## config.mk

```make
export PLATFORM = sky130hd
export DESIGN_NAME = mem_arbiter
export DESIGN_NICKNAME = d
export VERILOG_FILES = /design/src/rtl/mem_arbiter.sv
export SDC_FILE = /design/constraint.sdc
export NUM_CORES = 1
export LEC_CHECK = 0
export CAP_MARGIN = 10
export CORE_ASPECT_RATIO = 1.5
export CORE_MARGIN = 1.5
export CORE_UTILIZATION = 35
export DETAILED_ROUTE_END_ITERATION = 12
export PLACE_DENSITY = 0.76
export SYNTH_ARGS = -nofsm -noshare
export SYNTH_HDL_FRONTEND = slang
export SYNTH_SLANG_ARGS = --single-unit
```

## constraint.sdc

```tcl
create_clock -name i_clk -period 1.8 [get_ports i_clk]
set_clock_uncertainty 0.1 [all_clocks]
set_input_delay 0.36 -clock i_clk [delete_from_list [all_inputs] [get_ports i_clk]]
set_output_delay 0.36 -clock i_clk [all_outputs]
set_load 0.05 [all_outputs]
```

## src/rtl/mem_arbiter.sv

```systemverilog
// mem_arbiter: shares one latency-tolerant memory port between the instruction-fetch
// requester and the data (load/store) requester. One transaction is outstanding at a
// time: IDLE (arbitrate, capture) -> ISSUE (req/ready handshake) -> WAIT (response)
// -> RESP (one-cycle pulse to the owner) -> IDLE.
//
// Parameters:
//   DATA_PRIO  1: data wins contention in IDLE, 0: fetch wins (fixed-priority build)
//   TIMEOUT    cycles allowed in ISSUE+WAIT before aborting with err; 0 disables
//
// Build option:
//   ARB_ROUND_ROBIN_EN  when defined, contention is resolved in favour of the requester
//                       not granted last (1-bit last-owner register, resets to fetch)
//                       and DATA_PRIO is ignored.
//
// Ports:
//   i_clk, i_rst                      clock, synchronous active-high reset
//   i_if_req/i_if_addr                fetch request and byte address
//   o_if_gnt                          fetch request captured this cycle (combinational)
//   o_if_rvalid/o_if_rdata/o_if_err   fetch response pulse, instruction word, timeout flag
//   i_d_req/i_d_wen/i_d_addr          data request, store select, byte address
//   i_d_wdata/i_d_mask                store data (lane-shifted) and byte-lane mask
//   o_d_gnt                           data request captured this cycle (combinational)
//   o_d_rvalid/o_d_rdata/o_d_err      data response pulse, load word (0 for stores), timeout
//   o_mem_req/o_mem_wen/o_mem_addr    memory request, write select, word-aligned address
//   o_mem_wdata/o_mem_mask            memory write data and byte mask
//   i_mem_ready                       memory accepts when o_mem_req && i_mem_ready
//   i_mem_rvalid/i_mem_rdata          memory response and read data
module mem_arbiter #(
    parameter int unsigned DATA_PRIO = 1,
    parameter int unsigned TIMEOUT   = 256
) (
    input  logic        i_clk,
    input  logic        i_rst,

    input  logic        i_if_req,
    input  logic [31:0] i_if_addr,
    output logic        o_if_gnt,
    output logic        o_if_rvalid,
    output logic [31:0] o_if_rdata,
    output logic        o_if_err,

    input  logic        i_d_req,
    input  logic        i_d_wen,
    input  logic [31:0] i_d_addr,
    input  logic [31:0] i_d_wdata,
    input  logic [3:0]  i_d_mask,
    output logic        o_d_gnt,
    output logic        o_d_rvalid,
    output logic [31:0] o_d_rdata,
    output logic        o_d_err,

    output logic        o_mem_req,
    output logic        o_mem_wen,
    output logic [31:0] o_mem_addr,
    output logic [31:0] o_mem_wdata,
    output logic [3:0]  o_mem_mask,
    input  logic        i_mem_ready,
    input  logic        i_mem_rvalid,
    input  logic [31:0] i_mem_rdata
);

    localparam int unsigned DW    = 32;
    localparam int unsigned WAW   = 30;
    localparam int unsigned MW    = 4;
    localparam int unsigned CNT_W = (TIMEOUT > 0) ? $clog2(TIMEOUT + 1) : 1;

    localparam logic OWN_IF = 1'b0;
    localparam logic OWN_D  = 1'b1;

    typedef enum logic [1:0] {
        S_IDLE  = 2'd0,
        S_ISSUE = 2'd1,
        S_WAIT  = 2'd2,
        S_RESP  = 2'd3
    } state_e;

    state_e             state_q, state_d;
    logic               owner_q, owner_d;
    logic               wen_q, wen_d;
    logic [WAW-1:0]     addr_q, addr_d;
    logic [DW-1:0]      wdata_q, wdata_d;
    logic [MW-1:0]      mask_q, mask_d;
    logic               mem_req_q, mem_req_d;
    logic [CNT_W-1:0]   cnt_q, cnt_d;
    logic               if_rvalid_q, if_rvalid_d;
    logic [DW-1:0]      if_rdata_q, if_rdata_d;
    logic               if_err_q, if_err_d;
    logic               d_rvalid_q, d_rvalid_d;
    logic [DW-1:0]      d_rdata_q, d_rdata_d;
    logic               d_err_q, d_err_d;
`ifdef ARB_ROUND_ROBIN_EN
    logic               last_owner_q, last_owner_d;
`endif

    logic               pick_data_c;
    logic               idle_c;
    logic               d_gnt_c;
    logic               if_gnt_c;
    logic               timeout_hit_c;
    logic               resp_fire_c;
    logic               resp_err_c;
    logic [DW-1:0]      resp_data_c;

    // Memory is word-addressed; byte offsets are carried by the mask.
    logic [3:0]         unused_addr_bits;
    assign unused_addr_bits = {i_if_addr[1:0], i_d_addr[1:0]};

    // Arbitration: grant only in IDLE, never both, never while reset is asserted.
    always_comb begin
        pick_data_c = 1'b0;
`ifdef ARB_ROUND_ROBIN_EN
        pick_data_c = i_d_req && (!i_if_req || (last_owner_q == OWN_IF));
`else
        pick_data_c = i_d_req && (!i_if_req || (DATA_PRIO != 0));
`endif
        idle_c   = (state_q == S_IDLE) && !i_rst;
        d_gnt_c  = idle_c && pick_data_c;
        if_gnt_c = idle_c && i_if_req && !pick_data_c;
    end

    // The TIMEOUT-th cycle spent in ISSUE/WAIT aborts the transaction.
    always_comb begin
        timeout_hit_c = (TIMEOUT != 0) && (cnt_q == CNT_W'(TIMEOUT - 1));
    end

    // Next-state and response logic.
    always_comb begin
        state_d     = state_q;
        owner_d     = owner_q;
        wen_d       = wen_q;
        addr_d      = addr_q;
        wdata_d     = wdata_q;
        mask_d      = mask_q;
        mem_req_d   = mem_req_q;
        cnt_d       = cnt_q;
        if_rvalid_d = 1'b0;
        if_rdata_d  = '0;
        if_err_d    = 1'b0;
        d_rvalid_d  = 1'b0;
        d_rdata_d   = '0;
        d_err_d     = 1'b0;
        resp_fire_c = 1'b0;
        resp_err_c  = 1'b0;
        resp_data_c = '0;
`ifdef ARB_ROUND_ROBIN_EN
        last_owner_d = last_owner_q;
`endif

        case (state_q)
            S_IDLE: begin
                if (d_gnt_c) begin
                    owner_d = OWN_D;
                    wen_d   = i_d_wen;
                    addr_d  = i_d_addr[31:2];
                    wdata_d = i_d_wdata;
                    mask_d  = i_d_mask;
                end else if (if_gnt_c) begin
                    owner_d = OWN_IF;
                    wen_d   = 1'b0;
                    addr_d  = i_if_addr[31:2];
                    wdata_d = '0;
                    mask_d  = 4'b1111;
                end
                if (d_gnt_c || if_gnt_c) begin
                    cnt_d     = '0;
                    mem_req_d = 1'b1;
                    state_d   = S_ISSUE;
`ifdef ARB_ROUND_ROBIN_EN
                    last_owner_d = d_gnt_c ? OWN_D : OWN_IF;
`endif
                end
            end
            S_ISSUE: begin
                cnt_d = cnt_q + CNT_W'(1);
                // An accept on the abort cycle is dropped; its response lands in IDLE.
                if (timeout_hit_c) begin
                    mem_req_d   = 1'b0;
                    resp_fire_c = 1'b1;
                    resp_err_c  = 1'b1;
                end else if (i_mem_ready) begin
                    mem_req_d = 1'b0;
                    state_d   = S_WAIT;
                end
            end
            S_WAIT: begin
                cnt_d = cnt_q + CNT_W'(1);
                // A real response on the abort cycle is preferred over the error.
                if (i_mem_rvalid) begin
                    resp_fire_c = 1'b1;
                    resp_data_c = wen_q ? '0 : i_mem_rdata;
                end else if (timeout_hit_c) begin
                    resp_fire_c = 1'b1;
                    resp_err_c  = 1'b1;
                end
            end
            S_RESP: begin
                state_d = S_IDLE;
            end
            default: begin
                state_d   = S_IDLE;
                mem_req_d = 1'b0;
            end
        endcase

        // Response outputs are loaded on entry to RESP, so they pulse for one cycle.
        if (resp_fire_c) begin
            state_d = S_RESP;
            if (owner_q == OWN_D) begin
                d_rvalid_d = 1'b1;
                d_rdata_d  = resp_data_c;
                d_err_d    = resp_err_c;
            end else begin
                if_rvalid_d = 1'b1;
                if_rdata_d  = resp_data_c;
                if_err_d    = resp_err_c;
            end
        end
    end

    // State and output registers.
    always_ff @(posedge i_clk) begin
        if (i_rst) begin
            state_q     <= S_IDLE;
            owner_q     <= OWN_IF;
            wen_q       <= 1'b0;
            addr_q      <= '0;
            wdata_q     <= '0;
            mask_q      <= '0;
            mem_req_q   <= 1'b0;
            cnt_q       <= '0;
            if_rvalid_q <= 1'b0;
            if_rdata_q  <= '0;
            if_err_q    <= 1'b0;
            d_rvalid_q  <= 1'b0;
            d_rdata_q   <= '0;
            d_err_q     <= 1'b0;
`ifdef ARB_ROUND_ROBIN_EN
            last_owner_q <= OWN_IF;
`endif
        end else begin
            state_q     <= state_d;
            owner_q     <= owner_d;
            wen_q       <= wen_d;
            addr_q      <= addr_d;
            wdata_q     <= wdata_d;
            mask_q      <= mask_d;
            mem_req_q   <= mem_req_d;
            cnt_q       <= cnt_d;
            if_rvalid_q <= if_rvalid_d;
            if_rdata_q  <= if_rdata_d;
            if_err_q    <= if_err_d;
            d_rvalid_q  <= d_rvalid_d;
            d_rdata_q   <= d_rdata_d;
            d_err_q     <= d_err_d;
`ifdef ARB_ROUND_ROBIN_EN
            last_owner_q <= last_owner_d;
`endif
        end
    end

    assign o_if_gnt    = if_gnt_c;
    assign o_d_gnt     = d_gnt_c;
    assign o_if_rvalid = if_rvalid_q;
    assign o_if_rdata  = if_rdata_q;
    assign o_if_err    = if_err_q;
    assign o_d_rvalid  = d_rvalid_q;
    assign o_d_rdata   = d_rdata_q;
    assign o_d_err     = d_err_q;
    assign o_mem_req   = mem_req_q;
    assign o_mem_wen   = wen_q;
    assign o_mem_addr  = {addr_q, 2'b00};
    assign o_mem_wdata = wdata_q;
    assign o_mem_mask  = mask_q;

endmodule

```

==> results.yml <==
logic_synthesis:
  mappedNetlistArea_um2: 5200
  ys.flop_type: "sky130_fd_sc_hd__dfxtp_1"
  synth_enable_flop_cells: 0
  synth-async-reset-ratio_pct: 0
  distinct_cell_type_count_after_synthesis: 43
  avgSynthCellArea_um2: 10.3
  synth-warning-count: 0
  synth_sequential_area_ratio_pct: 57.0
  synth.ff_latch_count: 148
  synthesis.instances: 504
route:
  route.detailed.drc: 0
  detailedRoute.firstIterationViolations: 177
  route.vias.total: 5062
  dr.pass1.iters: 5
  antenna_violating_nets_post_route: 0
  finalWirelength_um: 16900
  detail_route.wl_per_cell_um: 16.5
  avgViaCountPerCell: 4.94
sta:
  timing_hold_violations_final: 0
  slew_viol_final: 0
  fin_crit_ns: 2.04
  hold_ws_ns: 0.303
  worst_slew_margin_pct: 65.7
  min_period_over_period_pct: 114
  post-route-worst-setup-slack_ns: -0.244
  grt_setup_unrepaired: "true"
  maxClockFrequency_ghz: 0.489
  tightest_slew_ns: 0.515
  timing.final.setup_violations: 105
layout:
  post_route_cells_drive_above_1_share_pct: 33.5
  antenna_cells: 0
  finalCoreUtilization_pct: 63.1
  design.final.nets: 963
  area.growth.synth_to_final_pct: 76.4
worst_setup_path:
  critical_path_buf_inv_count: 0
  cpPeakStageDelay_ns: 0.38
  required_ns: 2.02
  critPathSlowestCell: "sky130_fd_sc_hd__a221o_1"
  critical_path_class: "reg2reg"
  crit_path_max_fo: 3
  cp-start-kind: "register"
  critical_path.cell_chain: "and4_4 -> nand2_4 -> nor2_4 -> ha_2 -> nand3_2 -> and2_4 -> a221o_1 -> a221oi_2"
  crit_path_end_kind: "register"
  critPathTopFamily: "simple AND/OR/NAND/NOR gates"
  arrival_ns: 2.26
floorplan:
  initial_utilization_pct: 35.8
  core.rowCount: 54
  floorplan.die.height_um: 152
  core-area_um2: 14500
  ioPinCount: 279
  floorplan.die_area_um2: 15600
  die_width_um: 102
grt:
  antenna_violations_before_repair: 0
  grt_max_degree: 65
  grt_first_pass_wirelength_um: 24600
  via_count_of_the_first_global_routing_pass: 5091
  grtUsageTotal_pct: 20.0
  grt-ovfl-total: 0
power_and_ir_drop:
  leakage_nw: 4.07
  power-per-cell-area_nw_per_um2: 1140
  worst_ir_drop_vdd_v: 0.000606
clock_tree:
  clk_pin_slew_ns: 0.06
  clock-sinks: 148
  cts_made_buffers: 17
  tritoncts: "built"
  clock_tree.buffer_depth: 2
  ctsRootBufferMaster: "sky130_fd_sc_hd__clkbuf_16"
  htree_levels: 4
  worstSkewPairLatency_ns: 0.40
worst_hold_path:
  min_path_type: "in2reg"
status:
  outcome: "finished, violations left"
  violations: "negative setup slack"
placed_design:
  routabilityCongestion: 0.817
  detailedPlacementHpwl_um: 11500
  io_buffer_count: 272
job:
  maxCapViolCount: 0
## worst paths after layout
path         startpoint    endpoint  slack [ns]  cells after the start
max reg2reg    cnt_q[5]  state_q[1]       -0.24                      8
min               i_rst     owner_q        0.30                      4
max            cnt_q[5]  state_q[1]       -0.24                      8
min reg2reg   o_mem_req   o_mem_req        0.38                      2
## per-stage QoR
| step | instance area, um^2 | total power, mW | setup WS [ns] | cells | TNS, ns |
|---|---|---|---|---|---|
| floorplan | 5270 | 5.65 | -0.0934 | 505 | -1.46 |
| detailed placement | 8060 | 6.87 | -0.414 | 970 | -28.82 |
| global route | 9170 | 10.9 | -0.325 | 1025 | -23.56 |
| global placement | 8060 | 6.79 | -0.311 | 970 | -22.14 |
| CTS | 8910 | 10.3 | -0.206 | 1015 | -7.64 |
| finish | 9170 | 10.4 | -0.244 | 1025 | -15.12 |
## layout by cell type (no fill, tap or decap), drive strengths merged
cell	count
buf	199
dfxtp	148
clkdlybuf4s50	133
nor2	81
and3	64
a22oi	35
mux2i	31
a211oi	30
clkbuf	22
inv	12
nand2	8
ha	8
clkinv	5
a21oi	5
o21ai	5
o22ai	4
xor2	4
clkinvlp	3
and2	3
o31ai	3
o311ai	3
nand3	2
o211ai	2
a221oi	2
o2111a	2
conb	2
nor2b	2
or3	2
nor3	2
and4	1
and4bb	1
or2	1
mux2	1
nand2b	1
a221o	1
o31a	1
## routing by layer
| layer | share of wire, % | GRT usage [%] |
|---|---|---|
| met3 | 6.7 | 4.45 |
| met4 | 2.6 | 9.20 |
| met1 | 36 | 20.2 |
| met5 | 0 | 0 |
| met2 | 54 | 37.7 |
## cell families after synthesis
kind of cell / after synthesis / share of synthesized area (%)
xor+xnor: 4 / 0.674
other cells: 1 / 0.0722
mux: 32 / 6.19
flops: 148 / 57.0
buf+inv: 50 / 4.65
simple gates: 168 / 16.2
fa+ha+maj: 8 / 1.93
compound gates: 93 / 13.3
## sequential cells by signal (all words and copies together), names as in the netlist
signal,cells
cnt_q,9
o_d_rvalid,1
o_if_err,1
addr_q,30
o_mem_mask,4
o_if_rdata,32
o_mem_req,1
state_q,2
o_mem_wen,1
o_if_rvalid,1
o_d_rdata,32
o_mem_wdata,32
o_d_err,1
owner_q,1
## layout make-up
class	count	area (um^2)
fillers	1177	5360
repair buffers	335	3140
flip-flops and latches	148	2970
multi-input cells	307	2230
clock buffers	19	433
well taps	196	245
clock inverters	13	115
inverters	7	33.8
## synth_stat cells, types with 2 or more instances
master / number / area, um^2
sky130_fd_sc_hd__and3_1: 64 / 400
sky130_fd_sc_hd__and2_1: 3 / 18.8
sky130_fd_sc_hd__mux2i_1: 31 / 310
sky130_fd_sc_hd__a22oi_1: 35 / 263
sky130_fd_sc_hd__or3_1: 2 / 12.5
sky130_fd_sc_hd__xor2_1: 4 / 35.0
sky130_fd_sc_hd__buf_2: 9 / 45.0
sky130_fd_sc_hd__dfxtp_1: 148 / 2960
sky130_fd_sc_hd__nand3_1: 2 / 10.0
sky130_fd_sc_hd__o311ai_0: 2 / 17.5
sky130_fd_sc_hd__o211ai_1: 2 / 15.0
sky130_fd_sc_hd__nand2_1: 8 / 30.0
sky130_fd_sc_hd__buf_6: 4 / 45.0
sky130_fd_sc_hd__ha_1: 8 / 100
sky130_fd_sc_hd__a211oi_1: 30 / 225
sky130_fd_sc_hd__inv_1: 6 / 22.5
sky130_fd_sc_hd__o31ai_1: 3 / 22.5
sky130_fd_sc_hd__buf_1: 2 / 7.51
sky130_fd_sc_hd__o21ai_0: 4 / 20.0
sky130_fd_sc_hd__nor2b_1: 2 / 12.5
sky130_fd_sc_hd__clkbuf_1: 24 / 90.1
sky130_fd_sc_hd__o22ai_1: 4 / 25.0
sky130_fd_sc_hd__a21oi_1: 5 / 25.0
sky130_fd_sc_hd__o2111a_1: 2 / 22.5
sky130_fd_sc_hd__nor2_1: 80 / 300
sky130_fd_sc_hd__buf_4: 3 / 22.5
## repair_timing
action | 4_1_cts | 5_1_grt
gates cloned | 3 | 3
hold buffers | 0 | 0
resized for setup | 40 | 23
pin swaps | 12 | 19
setup endpoints to repair | 133 | 148
setup buffers | 10 | 7
## power breakdown
part	internal [mW]	total (mW)	switching [mW]	leakage, nW
clock	1.81	3.25	1.45	0.259
sequential	3.57	3.76	0.191	1.20
combinational	1.44	3.43	2.00	2.60
total	6.82	10.4	3.63	4.07
## worst reg2reg max path: stages (launching register included)
cell and delay (ns):
sky130_fd_sc_hd__dfxtp_2 0.34, sky130_fd_sc_hd__and4_4 0.24, sky130_fd_sc_hd__nand2_4 0.06, sky130_fd_sc_hd__nor2_4 0.13, sky130_fd_sc_hd__ha_2 0.21, sky130_fd_sc_hd__nand3_2 0.08
sky130_fd_sc_hd__and2_4 0.17, sky130_fd_sc_hd__a221o_1 0.38, sky130_fd_sc_hd__a221oi_2 0.25
Note: power is estimated with default switching activity, not from simulation.
